$ cat config.mk
export PLATFORM = sky130hd
export DESIGN_NAME = page_ctrl
export DESIGN_NICKNAME = d
export VERILOG_FILES = /design/src/rtl/page_ctrl.sv
export SDC_FILE = /design/constraint.sdc
export NUM_CORES = 1
export LEC_CHECK = 0
export BUFFER_PORTS_ARGS = -buffer_cell sky130_fd_sc_hd__buf_2
export CORE_UTILIZATION = 44
export CTS_CLUSTER_DIAMETER = 150
export DETAILED_ROUTE_END_ITERATION = 7
export PLACE_DENSITY = 0.82
export SLEW_MARGIN = 40
export SYNTH_ARGS = -nofsm -noshare
export SYNTH_HDL_FRONTEND = slang
export SYNTH_SLANG_ARGS = --single-unit
export TNS_END_PERCENT = 5
$ cat constraint.sdc
create_clock -name vga_clk -period 2.3 [get_ports vga_clk]
set_clock_uncertainty 0.1 [all_clocks]
set_input_delay 0.46 -clock vga_clk [delete_from_list [all_inputs] [get_ports vga_clk]]
set_output_delay 0.46 -clock vga_clk [all_outputs]
set_load 0.01 [all_outputs]
$ cat src/rtl/page_ctrl.sv
// Page sequencer for the VGA front end: Start / Game / Game-Over state machine,
// registered pixel mux, game-logic reset and "PRESS ANY KEY" blink enable.
module page_ctrl #(
    parameter int FRAME_HOLD   = 30,
    parameter int OVER_FRAMES  = 180,
    parameter int BLINK_FRAMES = 32
) (
    input  logic        vga_clk,
    input  logic        sys_rst_n,
    input  logic        frame_start,
    input  logic        key_valid,
    input  logic        game_over,
    input  logic [15:0] start_pix,
    input  logic [15:0] game_pix,
    input  logic [15:0] over_pix,
    output logic [15:0] pix_data,
    output logic [1:0]  page,
    output logic        game_rst_n,
    output logic        blink_on,
    output logic        page_change
);

    typedef enum logic [1:0] {
        PG_START = 2'd0,
        PG_GAME  = 2'd1,
        PG_OVER  = 2'd2
    } page_t;

    localparam logic [7:0] OVER_LAST  = 8'(OVER_FRAMES - 1);
    localparam logic [7:0] BLINK_LAST = 8'(BLINK_FRAMES - 1);
    localparam logic [8:0] HOLD_MIN   = 9'(FRAME_HOLD);

    page_t      state;
    page_t      state_nxt;
    logic [7:0] fcnt;
    logic [7:0] bcnt;
    logic       key_pend;
    logic       over_seen;
    logic       key_eff;
    logic       over_eff;
    logic       hold_ok;
    logic       change;

    assign page     = state;
    assign key_eff  = key_pend | key_valid;
    assign over_eff = over_seen | game_over;
    // Equivalent to fcnt >= FRAME_HOLD, but stays a real compare when FRAME_HOLD = 0.
    assign hold_ok  = ({1'b0, fcnt} + 9'd1) > HOLD_MIN;
    assign change   = (state_nxt != state);

    // NOTE: default assignment first so no path through the block leaves state_nxt unassigned (no latch).
    always_comb begin
        state_nxt = state;
        if (frame_start) begin
            case (state)
                PG_START: if (key_eff && hold_ok)                          state_nxt = PG_GAME;
                PG_GAME:  if (over_eff)                                    state_nxt = PG_OVER;
                PG_OVER:  if ((fcnt >= OVER_LAST) || (key_eff && hold_ok)) state_nxt = PG_START;
                default:                                                   state_nxt = PG_START;
            endcase
        end
    end

    // NOTE: all state uses non-blocking assignments and the reset is sampled on the clock edge.
    always_ff @(posedge vga_clk) begin
        if (!sys_rst_n) begin
            state       <= PG_START;
            pix_data    <= 16'h0000;
            game_rst_n  <= 1'b0;
            blink_on    <= 1'b1;
            page_change <= 1'b0;
            fcnt        <= 8'd0;
            bcnt        <= 8'd0;
            key_pend    <= 1'b0;
            over_seen   <= 1'b0;
        end else begin
            state       <= state_nxt;
            page_change <= change;
            game_rst_n  <= (state_nxt == PG_GAME);

            // Mux keys off the registered page, so the new page's pixel appears one cycle after page.
            case (state)
                PG_START: pix_data <= start_pix;
                PG_GAME:  pix_data <= game_pix;
                PG_OVER:  pix_data <= over_pix;
                default:  pix_data <= 16'h0000;
            endcase

            // A key is only ever good for the next boundary; it never carries across one.
            if (frame_start) key_pend <= 1'b0;
            else if (key_valid) key_pend <= 1'b1;

            if (change) over_seen <= 1'b0;
            else if (state == PG_GAME && game_over) over_seen <= 1'b1;

            if (change) fcnt <= 8'd0;
            else if (frame_start && fcnt != 8'hFF) fcnt <= fcnt + 8'd1;

            if (change || state_nxt != PG_START) begin
                bcnt     <= 8'd0;
                blink_on <= 1'b1;
            end else if (frame_start) begin
                if (bcnt == BLINK_LAST) begin
                    bcnt     <= 8'd0;
                    blink_on <= ~blink_on;
                end else begin
                    bcnt <= bcnt + 8'd1;
                end
            end
        end
    end

endmodule

# Word-level counts from Yosys, hierarchy flattened
# Cells that the tools add are included.
# word_totals
input_bits	53
reg_bits	39
# op_classes
bitwise_logic	4
eq_ne	6
add_sub_neg	3
muxes	7
reduce_logical	11
magnitude_cmp	2
# op_table
operator	count
16-bit one-hot mux with 3 select lines	1
8-bit by 1-bit adder with 8-bit output, second input constant	2
8-bit by 1-bit adder with 9-bit output, second input constant	1
9-bit by 5-bit greater-than comparator with 1-bit output, second input constant	1
8-bit by 5-bit equality test with 1-bit output, second input constant	1
8-bit >= comparator, second input constant	1
2-bit 2-to-1 mux	4
8-bit 2-to-1 mux	1
8-bit != test, second input constant	1
2-bit one-hot mux with 3 select lines	1
2-bit OR reduction	3
2-bit by 1-bit equality test with 1-bit output, second input constant	2
1-bit logical AND	3
2-bit equality test, second input constant	1
2-bit logical NOT	1
1-bit logical OR	2
2-bit != test	1
1-bit NOT	2
1-bit bitwise OR	2
2-bit AND reduction	1
2-bit nonzero test	1

# Depth between registers and ports, before layout
# depth
depth_word	10
mapped_depth	7

# Least setup slack after synthesis
# No wires, ideal clock.
# synth_timing
path_type	register to register
from	register fcnt[0]
to	register page_change
required_ns	2.080
slack_ns	0.172
arrival_time_ns	1.909
stages_incl_launch_ff	7
period_less_slack_ns	2.128
n_path_buf	0
cell_sequence	dfxtp_1 > ha_1 > nand3_1 > or4_4 > a22oi_4 > nor2_1 > o31a_1
# synth_between
elab_chain_cells	8
# synth_rtl
element	line	text
start: declaration	35	logic [7:0] fcnt;
start signal: assignment	97	else if (frame_start && fcnt != 8'hFF) fcnt <= fcnt + 8'd1;
8-bit by 1-bit adder with 9-bit output	48	assign hold_ok = ({1'b0, fcnt} + 9'd1) > HOLD_MIN;
9-bit by 5-bit greater-than comparator with 1-bit output	48	
1-bit logical AND	56, 58	
1-bit logical OR	58	PG_OVER: if ((fcnt >= OVER_LAST) || (key_eff && hold_ok)) state_nxt = PG_START;
2-bit 2-to-1 mux	58	
2-bit one-hot mux with 3 select lines (*)	55	case (state)
2-bit 2-to-1 mux (*)	54	if (frame_start) begin
2-bit != test (*)	49	assign change = (state_nxt != state);
end signal: assignment	78	page_change <= change;
end: declaration	20	output logic page_change
# Mark *: on every way between the ends. The rest lies on a longest branch, timed or not.
# A chain may end at the register's enable or synchronous reset.

# Worst setup path in the final report
# layout_timing
from	register fcnt[3]
to	register blink_on
# layout_between
elab_chain_cells	10
# layout_rtl
element	line	text
8-bit by 1-bit adder with 9-bit output	48	
9-bit by 5-bit greater-than comparator with 1-bit output	48	
1-bit logical AND	56, 58	
1-bit logical OR	58	
2-bit 2-to-1 mux	58	
2-bit one-hot mux with 3 select lines (*)	55	
2-bit 2-to-1 mux (*)	54	
2-bit != test / 2-bit nonzero test (equally long branches)	49, 99	
1-bit logical OR (*)	99	if (change || state_nxt != PG_START) begin
2-bit OR reduction (no line) (*)	n/a	
end signal: assignment	105	blink_on <= ~blink_on;
end: declaration	19	output logic blink_on,
# Marks and branches as above.

==> impl_metrics.env <==
export IMPL_status="complete, no violations"
export IMPL_fin_nets=361
export IMPL_ys_types=46
export IMPL_crit_path_top_delay_cell="or4_4"
export IMPL_setup_viol=0
export IMPL_ant_nets=0
export IMPL_finalHoldViolCount=0
export IMPL_whs_ns=0.363
export IMPL_cpPeakStageDelay_ns=0.52
export IMPL_powerDensity_nw_per_um2=559
export IMPL_drv_slew=0
export IMPL_grt_antenna_before_repair=0
export IMPL_layout_drive_gt1_share=0.366
export IMPL_synth_edf_count=0
export IMPL_endpoint_kind="flop"
export IMPL_cp_arrival_ns=2.33
export IMPL_period_share=0.978
export IMPL_cts_hold_buf=0
export IMPL_drtPass1Iterations=4
export IMPL_path_clk_slew_ns=0.08
export IMPL_via_per_inst=5.26
export IMPL_drtIter0Drc=73
export IMPL_die_area_sq_um=4810
export IMPL_cts_made_buffers=5
export IMPL_grt_max_degree=24
export IMPL_detail_route_wl_per_cell_microns=13.4
export IMPL_mostFrequentLayoutCell="buf_2"
export IMPL_maxCapViolCount=0
export IMPL_core_area_sq_um=4350
export IMPL_finalWirelength_microns=4810
export IMPL_grt_pass1_wl_microns=7310
export IMPL_setup_ws_ns=0.0512
export IMPL_maxSlewHeadroom=0.474
export IMPL_fin_setup_tns_ns=0
export IMPL_crit_fanout=7
export IMPL_clkSinkCount=39
export IMPL_period_needed_ns=2.25
export IMPL_syn_nets=279
export IMPL_cp_required_ns=2.39
export IMPL_fmaxAchievable_ghz=0.445
export IMPL_async_flop_share=0
export IMPL_grt_pass1_vias=1751
export IMPL_grt_remaining_overflow=0
export IMPL_vias=1883
export IMPL_cts_max_level=2
export IMPL_layout_cells_most_common_list="buf_2 (73), dfxtp_1 (35), nand2_1 (25), o21ai_0 (20)"
export IMPL_post_place_ws_ns=0.0484
export IMPL_postSynthCellCount=223
export IMPL_yosysSeqAreaShare=0.391
export IMPL_ys_flop_type="dfxtp_1"
export IMPL_power_w=0.00151
export IMPL_diodes=0
export IMPL_die_w_microns=69.4
export IMPL_syn_to_final_growth_pct=35.4
export IMPL_worstSetupStartpointType="flop"
export IMPL_gp_congestion=0.831
export IMPL_hpwl_microns=3140
export IMPL_leakagePower_nw=1.10
export IMPL_tritoncts="built"
export IMPL_ys_warn_count=0
export IMPL_io_pins=74
export IMPL_path_class="reg2reg"
export IMPL_tightestPinTransition_ns=0.782
export IMPL_netlist_area_sq_um=2000
export IMPL_die_h_microns=69.4
export IMPL_drc=0
export IMPL_start_util=0.459
export IMPL_postSynthAreaPerCell_sq_um=8.96
export IMPL_cts_buffer_depth=2
export IMPL_irDropWorstVdd_v=0.000261
export IMPL_row_count=24
export IMPL_io_buffer_count=73
export IMPL_ys_seq_elements=39
export IMPL_grt_usage=0.186
export IMPL_hold_class="in2reg"
export IMPL_final_util=0.622
export IMPL_fillCellCount=349
export IMPL_cts_root_buf="clkbuf_8"
export IMPL_clock_latency_ns=0.29
export IMPL_crit_chain="and4_1 -> or4_4 -> a22oi_4 -> buf_6 -> o311ai_4 -> buf_12 -> nand2b_1"
-- synth_stat cells, types with 2 or more instances --
cell type	n	area, sq um
buf_1	2	7.51
o21ai_0	20	100
and4_1	2	17.5
nor3_1	10	50.1
mux2i_1	18	180
dfxtp_1	39	781
a21oi_1	4	20.0
nor3b_1	2	15.0
xor2_1	7	61.3
xnor2_1	7	61.3
nor2b_1	2	12.5
nor2_1	16	60.1
o31a_1	2	17.5
clkbuf_1	6	22.5
inv_1	4	15.0
and2_1	18	113
nand2b_1	2	12.5
nand4_1	2	12.5
ha_1	3	37.5
a311oi_1	2	17.5
buf_2	2	10.0
nand3_1	4	20.0
nand2_1	26	97.6
-- where the power goes --
part | switching, W | leakage, nW | internal [W]
clock | 0.000241 | 0.0581 | 0.000323
combinational | 0.000109 | 0.720 | 0.000121
sequential | 0.0000165 | 0.322 | 0.000703
-- worst max-delay path: cells and delay by family, from the launching register on --
kind / cells / cell delay (ns)
AO/OA/AOI/OAI: 2 / 0.40
AND/OR/NAND/NOR: 3 / 0.93
flip-flops: 1 / 0.38
buffers and inverters: 2 / 0.34
-- final cells by class --
type	instances	area, sq um	share of cell area
inverter	4	15.0	0.00555
sequential	39	791	0.292
tap	52	65.1	0.0240
multi-input combinational	170	1230	0.456
timing repair buffer	85	489	0.181
clock buffer	5	68.8	0.0254
clock inverter	3	43.8	0.0162
-- layer usage --
layer	vias up	share of wire	track usage
met5	-	0	0
met4	0	0.013	0.0635
met1	854	0.41	0.201
met3	7	0.076	0.0640
li1	946	-	-
met2	76	0.50	0.333
-- flip-flops by register name, summed over array words and instances, names as in the netlist --
name / cells
bcnt: 8
blink_on: 1
fcnt: 8
game_rst_n: 1
key_pend: 1
over_seen: 1
page: 2
page_change: 1
pix_data: 16
-- metrics by stage --
| stage | std cells | area [sq um] |
|---|---|---|
| finish | 358 | 2710 |
| global route | 358 | 2710 |
| CTS | 352 | 2540 |
| detailed placement | 344 | 2430 |
| global placement | 344 | 2430 |
| floorplan | 223 | 2000 |
-- path summary, 6_finish.rpt --
| path | startpoint | to | cells after the start | slack, ns |
|---|---|---|---|---|
| worst max register to register | fcnt[3] | blink_on | 7 | 0.05 |
| worst max-delay path | fcnt[3] | blink_on | 7 | 0.05 |
| worst min-delay path | frame_start | key_pend | 2 | 0.36 |
| worst min register to register | bcnt[7] | bcnt[7] | 2 | 0.42 |
-- logic make-up (layout without fill, tap and decap cells) --
group	Yosys count	after routing	synth area share
adders and majority gates	3	3	0.0188
buffers and inverters	15	97	0.0332
muxes	18	18	0.0902
and+or+nand+nor	91	91	0.235
AOI/OAI and AO/OA	43	44	0.170
xor gates and xnor gates	14	14	0.0614
DFF	39	39	0.391
-- repair_timing --
item / in CTS / in global routing
setup endpoints to repair: 0 / 18
resized for setup: 0 / 17
buffers inserted: 0 / 5
Power figures use the tool's default switching activity.
